### config.mk
export PLATFORM = sky130hd
export DESIGN_NAME = dmem_arbiter
export DESIGN_NICKNAME = d
export VERILOG_FILES = /design/src/rtl/dmem_arbiter.sv
export SDC_FILE = /design/constraint.sdc
export NUM_CORES = 1
export LEC_CHECK = 0
export CAP_MARGIN = 0
export CORE_AREA = 2 2 118 120
export DETAILED_ROUTE_END_ITERATION = 10
export DIE_AREA = 0 0 120 122
export GPL_TIMING_DRIVEN = 0
export MAX_ROUTING_LAYER = met4
export PLACE_DENSITY = 0.7
export SLEW_MARGIN = 20
export SYNTH_ARGS = -nofsm -noshare
export SYNTH_HDL_FRONTEND = slang
export SYNTH_SLANG_ARGS = --single-unit
### constraint.sdc
create_clock -name clk -period 2.3 [get_ports clk]
set_input_delay 0.46 -clock clk [delete_from_list [all_inputs] [get_ports clk]]
set_output_delay 0.46 -clock clk [all_outputs]
set_load 0.01 [all_outputs]
### src/rtl/dmem_arbiter.sv
// Two-master arbiter for the shared data memory / peripheral bus.
// Master 0 (CPU memory stage) has fixed priority; master 1 (debug/program
// loader) wins a slot after waiting STARVE_LIMIT contended cycles and may
// hold the bus for up to MAX_LOCK consecutive cycles through lock1.
// Grants and the memory-side mux are combinational; read data returns one
// cycle after the grant, registered per master.
//
// state | meaning
// ------+-----------------------------------------------------------
// ARB   | normal arbitration, CPU first, starvation guard for loader
// LOCK  | loader owns the bus while it keeps req1 and lock1 asserted
module dmem_arbiter #(
    parameter int STARVE_LIMIT = 8,
    parameter int MAX_LOCK     = 16,
    parameter int AW           = 32,
    parameter int DW           = 32
) (
    input  logic          clk,
    input  logic          reset,
    input  logic          req0,
    input  logic          rd0,
    input  logic          wr0,
    input  logic [AW-1:0] addr0,
    input  logic [DW-1:0] wdata0,
    output logic          gnt0,
    output logic          rvalid0,
    output logic [DW-1:0] rdata0,
    input  logic          req1,
    input  logic          lock1,
    input  logic          rd1,
    input  logic          wr1,
    input  logic [AW-1:0] addr1,
    input  logic [DW-1:0] wdata1,
    output logic          gnt1,
    output logic          rvalid1,
    output logic [DW-1:0] rdata1,
    output logic          mem_rd,
    output logic          mem_wr,
    output logic [AW-1:0] mem_addr,
    output logic [DW-1:0] mem_wdata,
    input  logic [DW-1:0] mem_rdata,
    output logic          stall0
);

    localparam int WCW = $clog2(STARVE_LIMIT + 1);
    localparam int LCW = $clog2(MAX_LOCK + 1);
    localparam logic [WCW-1:0] WAIT_MAX = WCW'(STARVE_LIMIT);
    localparam logic [LCW-1:0] LOCK_MAX = LCW'(MAX_LOCK);

    typedef enum logic {
        ARB  = 1'b0,
        LOCK = 1'b1
    } state_t;

    state_t         state;
    logic [WCW-1:0] wait_cnt;
    logic [LCW-1:0] lock_cnt;
    logic           hold_off;

    logic           starved;
    logic [LCW-1:0] lock_cnt_next;
    logic           lock_try;
    logic           lock_force;

    assign starved = (wait_cnt == WAIT_MAX) && !hold_off;

    // Grant decision: loader keeps the bus in LOCK, otherwise CPU priority with starvation guard
    always_comb begin
        gnt0 = 1'b0;
        gnt1 = 1'b0;
        if (state == LOCK) begin
            gnt1 = req1;
        end else if (req0 && req1) begin
            gnt1 = starved;
            gnt0 = !starved;
        end else begin
            gnt0 = req0;
            gnt1 = req1;
        end
    end

    // Memory-side mux; a simultaneous rd and wr is treated as a write
    always_comb begin
        mem_rd    = 1'b0;
        mem_wr    = 1'b0;
        mem_addr  = '0;
        mem_wdata = '0;
        if (gnt0) begin
            mem_wr    = wr0;
            mem_rd    = rd0 && !wr0;
            mem_addr  = addr0;
            mem_wdata = wdata0;
        end else if (gnt1) begin
            mem_wr    = wr1;
            mem_rd    = rd1 && !wr1;
            mem_addr  = addr1;
            mem_wdata = wdata1;
        end
    end

    assign stall0 = req0 && !gnt0;

    // Lock bookkeeping: lock_cnt_next is the length of the burst including this cycle.
    // Reaching MAX_LOCK while lock1 is still asserted forces the bus back to ARB.
    always_comb begin
        lock_cnt_next = (state == LOCK) ? (lock_cnt + LCW'(1)) : LCW'(1);
        lock_try      = gnt1 && lock1 && ((state == LOCK) || !hold_off);
        lock_force    = lock_try && (lock_cnt_next >= LOCK_MAX);
    end

    // Arbitration state, starvation counter, lock counter and hold-off flag
    always_ff @(posedge clk or posedge reset) begin
        if (reset) begin
            state    <= ARB;
            wait_cnt <= '0;
            lock_cnt <= '0;
            hold_off <= 1'b0;
        end else begin
            if (!req1 || gnt1) begin
                wait_cnt <= '0;
            end else if (wait_cnt != WAIT_MAX) begin
                wait_cnt <= wait_cnt + WCW'(1);
            end

            if (lock_try && !lock_force) begin
                state    <= LOCK;
                lock_cnt <= lock_cnt_next;
            end else begin
                state    <= ARB;
                lock_cnt <= '0;
            end

            if (lock_force) begin
                hold_off <= 1'b1;
            end else if ((state == ARB) && (gnt0 || !req0)) begin
                hold_off <= 1'b0;
            end
        end
    end

    // Registered read return, one cycle after the granted read
    always_ff @(posedge clk or posedge reset) begin
        if (reset) begin
            rvalid0 <= 1'b0;
            rvalid1 <= 1'b0;
            rdata0  <= '0;
            rdata1  <= '0;
        end else begin
            rvalid0 <= gnt0 && mem_rd;
            rvalid1 <= gnt1 && mem_rd;
            if (gnt0 && mem_rd) begin
                rdata0 <= mem_rdata;
            end
            if (gnt1 && mem_rd) begin
                rdata1 <= mem_rdata;
            end
        end
    end

endmodule

**Word level (Yosys, flattened, before mapping)**

Cells that the tools add are included.
Widths: inputs -> output; s select.

- Muxes and demuxes: 19
- Equality and inequality tests: 2
- Order comparisons: 1
- Reductions and logical operators: 25
- Bitwise logic cells: 1
- Add/subtract/negate cells: 2

Operators with widths:

| cell | count |
|---|---|
| $mux 32 | 4 |
| $logic_and 1x1->1 | 12 |
| $mux 1 | 11 |
| $mux 5 | 2 |
| $logic_not 1->1 | 8 |
| $mux 4 | 2 |
| $add 5x1->5 const B | 1 |
| $ge 5x5->1 const B | 1 |
| $add 4x1->4 const B | 1 |
| $eq 4x4->1 const B | 1 |
| $ne 4x4->1 const B | 1 |
| $reduce_bool 2->1 | 2 |
| $logic_or 1x1->1 | 3 |
| $not 1->1 | 1 |

- Input bits: 169
- Bits in registers: 77
- Logic and storage cells: 58

**Longest topological paths before layout**

- Word-level depth: 10
- Gate-level depth with buffers: 8
- Gate-level depth less buffers: 5

**Worst setup path after synthesis**

Ideal clock, no wire load.

- Path type: reg-to-output
- Start: reg wait_cnt[0]
- End: out mem_rd
- Arrival: 1.783 ns
- Setup slack: 0.057 ns
- Stages on the path, launching flop included: 8
- Path buffers: 2
- Cells stage by stage: dfrtp_1 > inv_1 > ha_1 > nor4bb_1 > buf_4 > a2111oi_4 > buf_6 > or2_2

- Word-level cells in the longest chain between the ends: 6
- Elaborated cells between the ends (all ways): 9
- Classes of those cells: 1 x eq/ne; 6 x mux; 2 x reduce/logical

RTL lines:

| element | RTL line | source |
|---|---|---|
| start: declaration | 56 | `logic [WCW-1:0] wait_cnt;` |
| start signal: assignment | 122 | `wait_cnt <= wait_cnt + WCW'(1);` |
| $eq 4x4->1 * | 65 | `assign starved = (wait_cnt == WAIT_MAX) && !hold_off;` |
| $logic_and 1x1->1 * | 65 |  |
| $mux 1 / $logic_not 1->1 (equally long branches) | 73, 75 |  |
| $mux 1 (on tied branches) | 71, 73 |  |
| $mux 1 (on tied branches) | 93, 71 |  |
| $mux 1 * | 88 | `if (gnt0) begin` |
| end: declaration | 37 | `output logic mem_rd,` |

Mark *: on every way between the ends. The rest lies on a longest branch, timed or not.

**Worst setup path after layout**

- Start: reg wait_cnt[0]
- End: out mem_addr[30]

- Word-level cells in the longest chain between the ends: 6
- Elaborated cells between the ends (all ways): 9
- Classes of those cells: 1 x eq/ne; 6 x mux; 2 x reduce/logical

RTL lines:

| element | RTL line | source |
|---|---|---|
| $eq 4x4->1 * | 65 |  |
| $logic_and 1x1->1 * | 65 |  |
| $mux 1 / $logic_not 1->1 (equally long branches) | 73, 75 |  |
| $mux 1 (on tied branches) | 71, 73 |  |
| $mux 32 / $mux 1 (equally long branches) | 93, 71 |  |
| $mux 32 * | 88 |  |
| end: declaration | 39 | `output logic [AW-1:0] mem_addr,` |

Marked as above.

==> metrics.csv <==
metric;value;unit
area occupied by multi-input gates;1790;sq um
total power consumption of the routed design;5.247;mW
area share of the largest cell type after synthesis;51.89;%
#FFs+latches synth;77;
Top Ports;304;
maximum number of buffers from clock root to sink;2;
register area;1927;sq um
global-route wire length before repair;24770;um
synthesized net count;453;
leakage power total;3.496;nW
layout cells sized above 1;33.97;%
Data required, critical path;1840;ps
cell area after placement;7005;sq um
Synth Flop Type;sky130_fd_sc_hd__dfrtp_1;
num rows;43;
most instantiated library cell after synthesis;sky130_fd_sc_hd__dfrtp_1;
Die Y-Extent;122;um
multiplexer fraction of the synthesized cell area;19.41;%
clock tree sinks;77;
CTS Buf Count;9;
areal power density over the cells;666.5;nW/um^2
combinational family with the most area after synthesis;multiplexers;
Root Buffer;sky130_fd_sc_hd__clkbuf_16;
hold slack;494.7;ps
via total after detailed routing;3903;
share of synthesized cell area in and, or, nand and nor gates;4.111;%
number of DRC violations after detailed-routing iteration 0;182;
unrepaired setup endpoints after global routing;yes;
clk_lat worst skew;330;ps
kind of critical path;flip-flop to output port;
Layout Skew;9.123;ps
number of synthesis warnings;0;
post-detailed-routing wire length;17200;um
Starting Density;27.50;%
core region area;13500;sq um
detailed-router iteration count before antenna repair;4;
post-route worst setup slack;-357.4;ps
top cells by area, synth;sky130_fd_sc_hd__dfrtp_1 (52%), sky130_fd_sc_hd__mux2_2 (19%), sky130_fd_sc_hd__a22o_1 (16%), sky130_fd_sc_hd__buf_2 (1.3%), sky130_fd_sc_hd__ha_1 (1.0%);
DRC violation count after routing;0;
full die area;14640;sq um
Worst EP arrival;2200;ps
Die X;120;um
adder and majority cell fraction of the synthesized area;1.011;%
R2R depth;12;
synthesis-to-layout area growth;112.0;%
number of max-capacitance violations reported;0;
worst hold stages;1;
final estimated routing congestion in global placement;0.8577;
number of synthesized flops with an enable pin;0;
Vias per Instance;4.807;
failing checks;negative setup slack;
Compound-Gate Fraction of Synth Area;18.03;%
total global routing overflow;0;
post-detailed-route wirelength per cell;21.18;um
met3 wire length;1732;um
worst min-delay path category;flip-flop to flip-flop;
summed instance area of the synthesized netlist;3714;sq um
post-route met1 wirelength;6883;um
Max transition margin;60.94;%
highest ir drop seen on vdd;472.6;uV
aggregate global-route resource usage;23.36;%
post-route ant nets;0;
post-synthesis sequential area ratio;51.89;%
final-report setup violation count;91;
minimum clock period;2657;ps
clock tree from TritonCTS;yes;
uppermost layer routed;met4;
post-synthesis cell count;281;
count of distinct cell types in the synthesized netlist;30;
actual slew at the worst max-slew pin;585.9;ps
Slew Viols, Final;0;
parity-gate share of the synthesized area counting xor and xnor cells;1.179;%
setup TNS;-19540;ps
Final Hold Vio Count;0;
kind of end point of the critical path;output port;
NumNets Final;797;
via count of the first global-routing pass;4187;
antenna violations before repair;1;
Final Cell Area;7873;sq um
H-tree depth;3;
worst-path fanout max;5;
maximum number of pins on one net before global-route repair;33;
Period Utilization, post-route;115.5;%
final cell utilization of the core;58.30;%
launching element type of the critical path;flip-flop;
total length of routed met2 wires;8264;um
total half-perimeter wirelength after legalization and detailed placement;13030;um
clock slew at the register clock pins of the worst setup and hold paths;60;ps
post-synthesis area per instance;13.22;sq um
Max Fclk;0.3763;GHz
Port-buffer cells;302;
cell taking the most area after synthesis;sky130_fd_sc_hd__dfrtp_1;
status;complete, but fails checks;
# fillers;1132;
list of most frequent post-synthesis cells;sky130_fd_sc_hd__dfrtp_1 (77), sky130_fd_sc_hd__a22o_1 (66), sky130_fd_sc_hd__mux2_2 (63);
asr flop ratio synth;100.0;%
==> final timing paths <==
| kind | start | end | slack, ps |
|---|---|---|---|
| worst max-delay path | wait_cnt[0] | mem_addr[30] | -360 |
| max in group asynchronous | reset | rdata1[18] | 1230 |
| worst min-delay path | lock_cnt[4] | lock_cnt[2] | 490 |
| min in group asynchronous | reset | rvalid1 | 530 |
| worst max register to register | wait_cnt[0] | rdata0[21] | -160 |
| worst min register to register | lock_cnt[4] | lock_cnt[2] | 490 |
==> per-stage QoR <==
| stage | instances | setup WS, ps |
|---|---|---|
| 6_report | 812 | -357.4 |
| 5_1_grt | 811 | -439.4 |
| 4_1_cts | 809 | -343.7 |
| 3_5_place_dp | 765 | -1305 |
| 3_3_place_gp | 763 | -1286 |
| 2_1_floorplan | 281 | 56.77 |
==> worst max-delay path, cell delays in order (launching register included) <==
cell                        delay, ps
sky130_fd_sc_hd__dfrtp_1          350
sky130_fd_sc_hd__inv_1             50
sky130_fd_sc_hd__ha_2             170
sky130_fd_sc_hd__nor4bb_4         150
sky130_fd_sc_hd__buf_4            170
sky130_fd_sc_hd__o21a_4           210
sky130_fd_sc_hd__buf_12           140
sky130_fd_sc_hd__bufbuf_16        260
sky130_fd_sc_hd__a22o_1           220
sky130_fd_sc_hd__buf_6            130
==> per-layer routing <==
layer  vias up  global-route usage, %
li1       1764                      -
met3        24                  7.444
met1      1925                  28.87
met2       190                  36.86
met5         -                      -
met4         0                  6.618
==> cell families (layout without fill, tap and decap cells) <==
| family | Yosys count | in the layout |
|---|---|---|
| other | 1 | 3 |
| AOI/OAI and AO/OA | 76 | 76 |
| DFF | 77 | 77 |
| xor gates and xnor gates | 5 | 5 |
| adders and majority gates | 3 | 3 |
| and+or+nand+nor | 25 | 25 |
| muxes | 64 | 64 |
| buffers and inverters | 30 | 379 |
==> registers in the layout, indices dropped and copies added, names as in the netlist <==
signal and flops:
lock_cnt 5, rdata0 32, state 1, rdata1 32, rvalid0 1, rvalid1 1
hold_off 1, wait_cnt 4
==> final cells by class <==
type | instances | area share, %
multi-input cells | 174 | 22.74
flip-flops and latches | 77 | 24.48
well taps | 180 | 2.861
diodes | 2 | 0.06357
repair buffers | 334 | 41.31
clock buffers | 9 | 2.861
inverters | 6 | 0.3338
plain buffers | 23 | 4.005
clock inverters | 7 | 1.351
==> report_power, final <==
group / switching, mW / internal (mW)
Combinational: 0.701 / 1.23
Sequential: 0.142 / 1.61
Clock: 0.590 / 0.969
==> layout by cell type, fill, tap and decap left out, types with 2 or more instances in the layout <==
| cell | instances |
|---|---|
| sky130_fd_sc_hd__a21oi_1 | 3 |
| sky130_fd_sc_hd__a22o_1 | 63 |
| sky130_fd_sc_hd__a22o_4 | 3 |
| sky130_fd_sc_hd__buf_12 | 7 |
| sky130_fd_sc_hd__buf_16 | 5 |
| sky130_fd_sc_hd__buf_2 | 52 |
| sky130_fd_sc_hd__buf_4 | 13 |
| sky130_fd_sc_hd__buf_6 | 31 |
| sky130_fd_sc_hd__buf_8 | 7 |
| sky130_fd_sc_hd__bufinv_16 | 2 |
| sky130_fd_sc_hd__clkbuf_1 | 2 |
| sky130_fd_sc_hd__clkbuf_16 | 12 |
| sky130_fd_sc_hd__clkdlybuf4s50_1 | 232 |
| sky130_fd_sc_hd__clkinv_4 | 2 |
| sky130_fd_sc_hd__dfrtp_1 | 77 |
| sky130_fd_sc_hd__diode_2 | 2 |
| sky130_fd_sc_hd__ha_1 | 2 |
| sky130_fd_sc_hd__inv_1 | 5 |
| sky130_fd_sc_hd__inv_6 | 2 |
| sky130_fd_sc_hd__mux2_2 | 40 |
| sky130_fd_sc_hd__mux2_4 | 24 |
| sky130_fd_sc_hd__nand3_1 | 6 |
| sky130_fd_sc_hd__nor2_1 | 2 |
| sky130_fd_sc_hd__nor3_1 | 5 |
| sky130_fd_sc_hd__nor4bb_1 | 2 |
| sky130_fd_sc_hd__or2_2 | 2 |
| sky130_fd_sc_hd__xnor2_1 | 3 |
| sky130_fd_sc_hd__xor2_1 | 2 |
==> repair_timing <==
action / CTS / global route
hold buffers: 0 / 0
buffers inserted: 20 / 2
resized for setup: 379 / 18
setup endpoints to repair: 107 / 129
pin swaps: 58 / 15
cloned: 8 / 0
(Power assumes the default switching activity.)
